==> src/rtl/djb2_arbiter.sv <==
// djb2_arbiter: shared djb2 hash engine behind a round-robin arbiter.
// NREQ requesters each stream a byte message. One requester holds the grant
// until its last byte has been hashed. The engine folds one byte per cycle
// into a 32-bit djb2 hash, then offers hash, id and length on a valid/ready port.
//
// Ports:
//   clk, rst_n           clock, asynchronous active-low reset
//   req[NREQ]            level request per requester
//   in_data[8*NREQ]      byte lanes, lane i at [8i+7:8i]
//   in_valid/in_last     per-lane byte valid and last-byte flag
//   in_ready[NREQ]       per-lane accept (only the granted lane, only in HASH)
//   gnt[NREQ]            registered one-hot grant
//   out_hash/id/len      result fields, held stable while out_valid & !out_ready
//   out_valid/out_ready  result handshake
module djb2_arbiter #(
  parameter int          NREQ = 4,
  parameter int          IDW  = 2,
  parameter logic [31:0] SEED = 32'd5381
) (
  input  logic                 clk,
  input  logic                 rst_n,
  input  logic [NREQ-1:0]      req,
  input  logic [8*NREQ-1:0]    in_data,
  input  logic [NREQ-1:0]      in_valid,
  input  logic [NREQ-1:0]      in_last,
  output logic [NREQ-1:0]      in_ready,
  output logic [NREQ-1:0]      gnt,
  output logic [31:0]          out_hash,
  output logic [IDW-1:0]       out_id,
  output logic [15:0]          out_len,
  output logic                 out_valid,
  input  logic                 out_ready
);

  typedef enum logic [1:0] {IDLE, HASH, DONE} state_t;

  state_t          state_q, state_d;
  logic [IDW-1:0]  rr_ptr_q, rr_ptr_d;
  logic [IDW-1:0]  id_q, id_d;
  logic [NREQ-1:0] gnt_q, gnt_d;
  logic [31:0]     hash_q, hash_d;
  logic [15:0]     len_q, len_d;

  logic [NREQ-1:0][7:0] lanes;
  logic [7:0]           sel_byte;
  logic                 sel_valid, sel_last;

  assign lanes = in_data;

  // One-hot AND-OR lane mux keyed by the registered grant.
  always_comb begin
    sel_byte  = '0;
    sel_valid = 1'b0;
    sel_last  = 1'b0;
    for (int i = 0; i < NREQ; i++) begin
      if (gnt_q[i]) begin
        sel_byte  = sel_byte | lanes[i];
        sel_valid = sel_valid | in_valid[i];
        sel_last  = sel_last | in_last[i];
      end
    end
  end

  // Round-robin pick: lowest set req at or above rr_ptr, otherwise the lowest
  // set req overall (the wrap). Scanning downward lets the last hit win.
  logic            hi_found, lo_found, pick_found;
  logic [IDW-1:0]  hi_id, lo_id, pick_id;
  logic [NREQ-1:0] hi_oh, lo_oh, pick_oh;

  always_comb begin
    hi_found = 1'b0;
    lo_found = 1'b0;
    hi_id    = '0;
    lo_id    = '0;
    hi_oh    = '0;
    lo_oh    = '0;
    for (int i = NREQ - 1; i >= 0; i--) begin
      if (req[i]) begin
        lo_found = 1'b1;
        lo_id    = IDW'(i);
        lo_oh    = '0;
        lo_oh[i] = 1'b1;
        if (i >= int'(rr_ptr_q)) begin
          hi_found = 1'b1;
          hi_id    = IDW'(i);
          hi_oh    = '0;
          hi_oh[i] = 1'b1;
        end
      end
    end
    pick_found = lo_found;
    pick_id    = hi_found ? hi_id : lo_id;
    pick_oh    = hi_found ? hi_oh : lo_oh;
  end

  always_comb begin
    state_d  = state_q;
    rr_ptr_d = rr_ptr_q;
    id_d     = id_q;
    gnt_d    = gnt_q;
    hash_d   = hash_q;
    len_d    = len_q;
    case (state_q)
      IDLE: begin
        if (pick_found) begin
          gnt_d   = pick_oh;
          id_d    = pick_id;
          hash_d  = SEED;
          len_d   = '0;
          state_d = HASH;
        end
      end
      HASH: begin
        // in_ready equals the grant here, so a valid on the granted lane is a transfer.
        if (sel_valid) begin
          hash_d = (hash_q << 5) + hash_q + {24'd0, sel_byte};
          len_d  = (len_q == 16'hFFFF) ? len_q : len_q + 16'd1;
          if (sel_last) state_d = DONE;
        end
      end
      DONE: begin
        if (out_ready) begin
          rr_ptr_d = (id_q == IDW'(NREQ - 1)) ? '0 : id_q + 1'b1;
          gnt_d    = '0;
          state_d  = IDLE;
        end
      end
      default: state_d = IDLE;
    endcase
  end

  always_ff @(posedge clk or negedge rst_n) begin
    if (!rst_n) begin
      state_q  <= IDLE;
      rr_ptr_q <= '0;
      id_q     <= '0;
      gnt_q    <= '0;
      hash_q   <= SEED;
      len_q    <= '0;
    end else begin
      state_q  <= state_d;
      rr_ptr_q <= rr_ptr_d;
      id_q     <= id_d;
      gnt_q    <= gnt_d;
      hash_q   <= hash_d;
      len_q    <= len_d;
    end
  end

  assign in_ready  = (state_q == HASH) ? gnt_q : '0;
  assign gnt       = gnt_q;
  assign out_valid = (state_q == DONE);
  assign out_hash  = hash_q;
  assign out_id    = id_q;
  assign out_len   = len_q;

endmodule

==> config.mk <==
export PLATFORM = sky130hd
export DESIGN_NAME = djb2_arbiter
export DESIGN_NICKNAME = d
export VERILOG_FILES = /design/src/rtl/djb2_arbiter.sv
export SDC_FILE = /design/constraint.sdc
export NUM_CORES = 1
export LEC_CHECK = 0
export BUFFER_PORTS_ARGS = -buffer_cell sky130_fd_sc_hd__buf_2
export CAP_MARGIN = 20
export CORE_AREA = 2 2 108 136
export CTS_CLUSTER_DIAMETER = 80
export CTS_CLUSTER_SIZE = 30
export DETAILED_ROUTE_END_ITERATION = 8
export DIE_AREA = 0 0 110 138
export GPL_ROUTABILITY_DRIVEN = 0
export PLACE_DENSITY_LB_ADDON = 0.3
export SYNTH_ARGS = -nofsm -noshare
export SYNTH_HDL_FRONTEND = slang
export SYNTH_SLANG_ARGS = --single-unit
export TNS_END_PERCENT = 10
==> constraint.sdc <==
create_clock -name clk -period 4.4 [get_ports clk]
set_input_delay 0.88 -clock clk [delete_from_list [all_inputs] [get_ports clk]]
set_output_delay 0.88 -clock clk [all_outputs]
set_load 0.01 [all_outputs]
==> results.toml <==
[run_status]
status = "completed"

[synth]
syn_area_mm2 = 0.00478
ys_top_cells_by_area = "dfrtp_1 28%, ha_1 16%, a21oi_1 4.5%"
synth_top_cell_by_area = "dfrtp_1"
synth-edff-count = 0
synth_area_per_cell_um2 = 8.64
synthFlopType = "dfrtp_1"
syn_inst = 554
syn-num-nets = 665
yosys.area.top_type_share = 0.277
yosysSeqAreaShare = 0.305
postSynth.asyncResetShare = 1.00
ys_types = 61
synth_seq_cells = 58
yosysWarnings = 0

[grt]
grt_pass1_vias = 4702
grt_overflow = 0
grtUsageTotal = 0.190
grt_max_degree = 35
antenna_found_initial = 0
grt_pass1_wl_um = 23000

[die]
core_area_mm2 = 0.0140
fp.dieW_um = 110
pin_count = 106
rows = 49
initial_core_util = 0.341
die_area_mm2 = 0.0152
die_h_um = 138

[timing]
tns_ns = 0
fin_ws_ns = 0.504
hold_viol_final = 0
setup_viol = 0
drv_slew = 0
tightest_slew_ns = 1.05
fin_crit_ns = 3.90
whs_ns = 0.507
finClkSkew_ns = 0.00876
clock.fmax_ghz = 0.257
rsz0062_at_grt = "no"
slew_headroom = 0.300
finalCritPeriodShare = 0.886

[final_layout]
synthToLayoutAreaGrowth_pct = 20.9
layout.nets = 763
n_antenna_cell = 0
drive_above_1_share = 0.213
stdcell_count = 835

[job]
max_cap_violations = 0

[placed_design]
port_buffers = 105
dp_cells = 819
pre_cts_ws_ns = 0.265
dp_hpwl_um = 10600

[clocking]
cts_buffers = 9
cts_setup_buffers = 0
clk_pin_slew_ns = 0.06
cts.root.buffer_cell = "clkbuf_16"
cts.sinks = 58
htreeDepth = 3
cts_tree = "done"
insertion_delay_ns = 0.34
clockBufferDepth = 2
hold_buffers = 0
ctsResizeCount = 0

[route]
drt_iter0_drc = 205
drt_wl_total_um = 13800
drtAntennaViolNets = 0
drt-wirelength-per-cell_um = 16.6
vias = 4578
vias_per_cell = 5.48
drt_first_pass_iters = 4
drc = 0

[critical_path]
rrSetupSlack_ns = 0.50
endpoint_kind = "register"
start_kind = "register"
arrival_ns = 4.16
critical_path_required_ns = 4.67
crit_fanout = 13
critPathKind = "reg -> reg"

[pwr]
vdd_drop_max_uv = 307
power_mw = 5.34
power_density_mw_per_mm2 = 923
p_leak_nw = 2.88

[worst_hold_path]
worstHoldPathType = "reg -> reg"
[through the flow]
stage	cell area (um2)	utilization
after floorplan	4780	-
after global placement	5480	0.390
after detailed placement	5480	0.390
after CTS	5780	0.412
after global routing	5780	0.412
final	5780	0.412
[synthesized netlist by cell type (3+ instances only)]
cell type / number
a211oi_1: 7
a21o_1: 20
a21oi_1: 43
a22o_1: 3
a22oi_1: 16
and2_1: 6
and3_1: 3
clkbuf_1: 22
dfrtp_1: 53
dfstp_2: 5
fa_1: 4
ha_1: 60
inv_1: 21
nand2_1: 55
nand2b_1: 8
nand3_1: 14
nand4_1: 6
nor2_1: 40
nor2b_1: 5
nor3_1: 13
nor4_1: 3
o211ai_1: 8
o21ai_0: 40
o21bai_1: 4
o22ai_1: 4
o31ai_1: 7
or3_1: 9
xnor2_1: 19
xor2_1: 14
[flip-flops by register name (all words and copies together) (netlist names)]
| signal | flops |
|---|---|
| out_hash | 32 |
| state_q | 2 |
| rr_ptr_q | 2 |
| out_id | 2 |
| out_len | 16 |
| gnt | 4 |
[final timing paths]
check	cells past startpoint	start	to
max	12	gnt[0]	out_hash[30]
min	1	out_id[0]	rr_ptr_q[0]
max reg2reg	12	gnt[0]	out_hash[30]
min reg2reg	1	out_id[0]	rr_ptr_q[0]
max in group asynchronous	2	rst_n	out_id[1]
min in group asynchronous	1	rst_n	out_hash[21]
[layout make-up]
| cell class | count | area [um2] |
|---|---|---|
| clock buffers | 10 | 239 |
| clock inverters | 6 | 66.3 |
| fillers | 1420 | 8260 |
| inverters | 21 | 78.8 |
| multi-input cells | 451 | 3150 |
| flip-flops and latches | 58 | 1460 |
| well taps | 178 | 223 |
| repair buffers | 111 | 571 |
[kinds of logic (layout without fill, tap and decap cells)]
kind of cell / after synthesis / count (layout) / synth area share
buf+inv: 45 / 148 / 0.0371
xor+xnor: 33 / 33 / 0.0604
flops: 58 / 58 / 0.305
fa+ha+maj: 64 / 64 / 0.174
compound gates: 178 / 178 / 0.242
mux: 4 / 4 / 0.00889
simple gates: 172 / 172 / 0.173
[cell usage in the layout (no fill, tap or decap), types with 6 or more instances in the layout]
cell type	n
a211oi_1	7
a21o_1	20
a21oi_1	43
a22oi_1	16
and2_1	6
buf_2	105
buf_4	6
clkbuf_16	9
dfrtp_1	53
ha_1	60
inv_1	21
nand2_1	55
nand2b_1	8
nand3_1	14
nand4_1	6
nor2_1	40
nor3_1	13
o211ai_1	8
o21ai_0	40
o31ai_1	7
or3_1	9
xnor2_1	19
xor2_1	14
[where the power goes]
group | internal, mW | leakage, nW | total [mW] | switching, mW
clock network | 0.454 | 0.141 | 0.732 | 0.279
registers | 0.755 | 0.744 | 1.05 | 0.292
logic | 1.50 | 2.00 | 3.56 | 2.06
[worst max-delay path, cell delays in order, from the launching register on]
cell and delay (ns):
dfrtp_1 0.63, a22o_1 0.26, a221oi_1 0.07, fa_1 0.52, inv_1 0.04, ha_1 0.23, a2111oi_0 0.56, a211oi_1 0.20
o41a_1 0.38, o21ai_1 0.27, o31ai_1 0.14, or4_1 0.42, nand3_1 0.12
[routing by layer]
layer | global-route usage | wire, um | up-vias
met2 | 0.326 | 6930 | 154
met5 | 0 | 0 | -
met3 | 0.0349 | 784 | 25
li1 | - | - | 2232
met4 | 0.0620 | 312 | 0
met1 | 0.236 | 5810 | 2167
No activity file was read; power rests on OpenSTA's default activity.
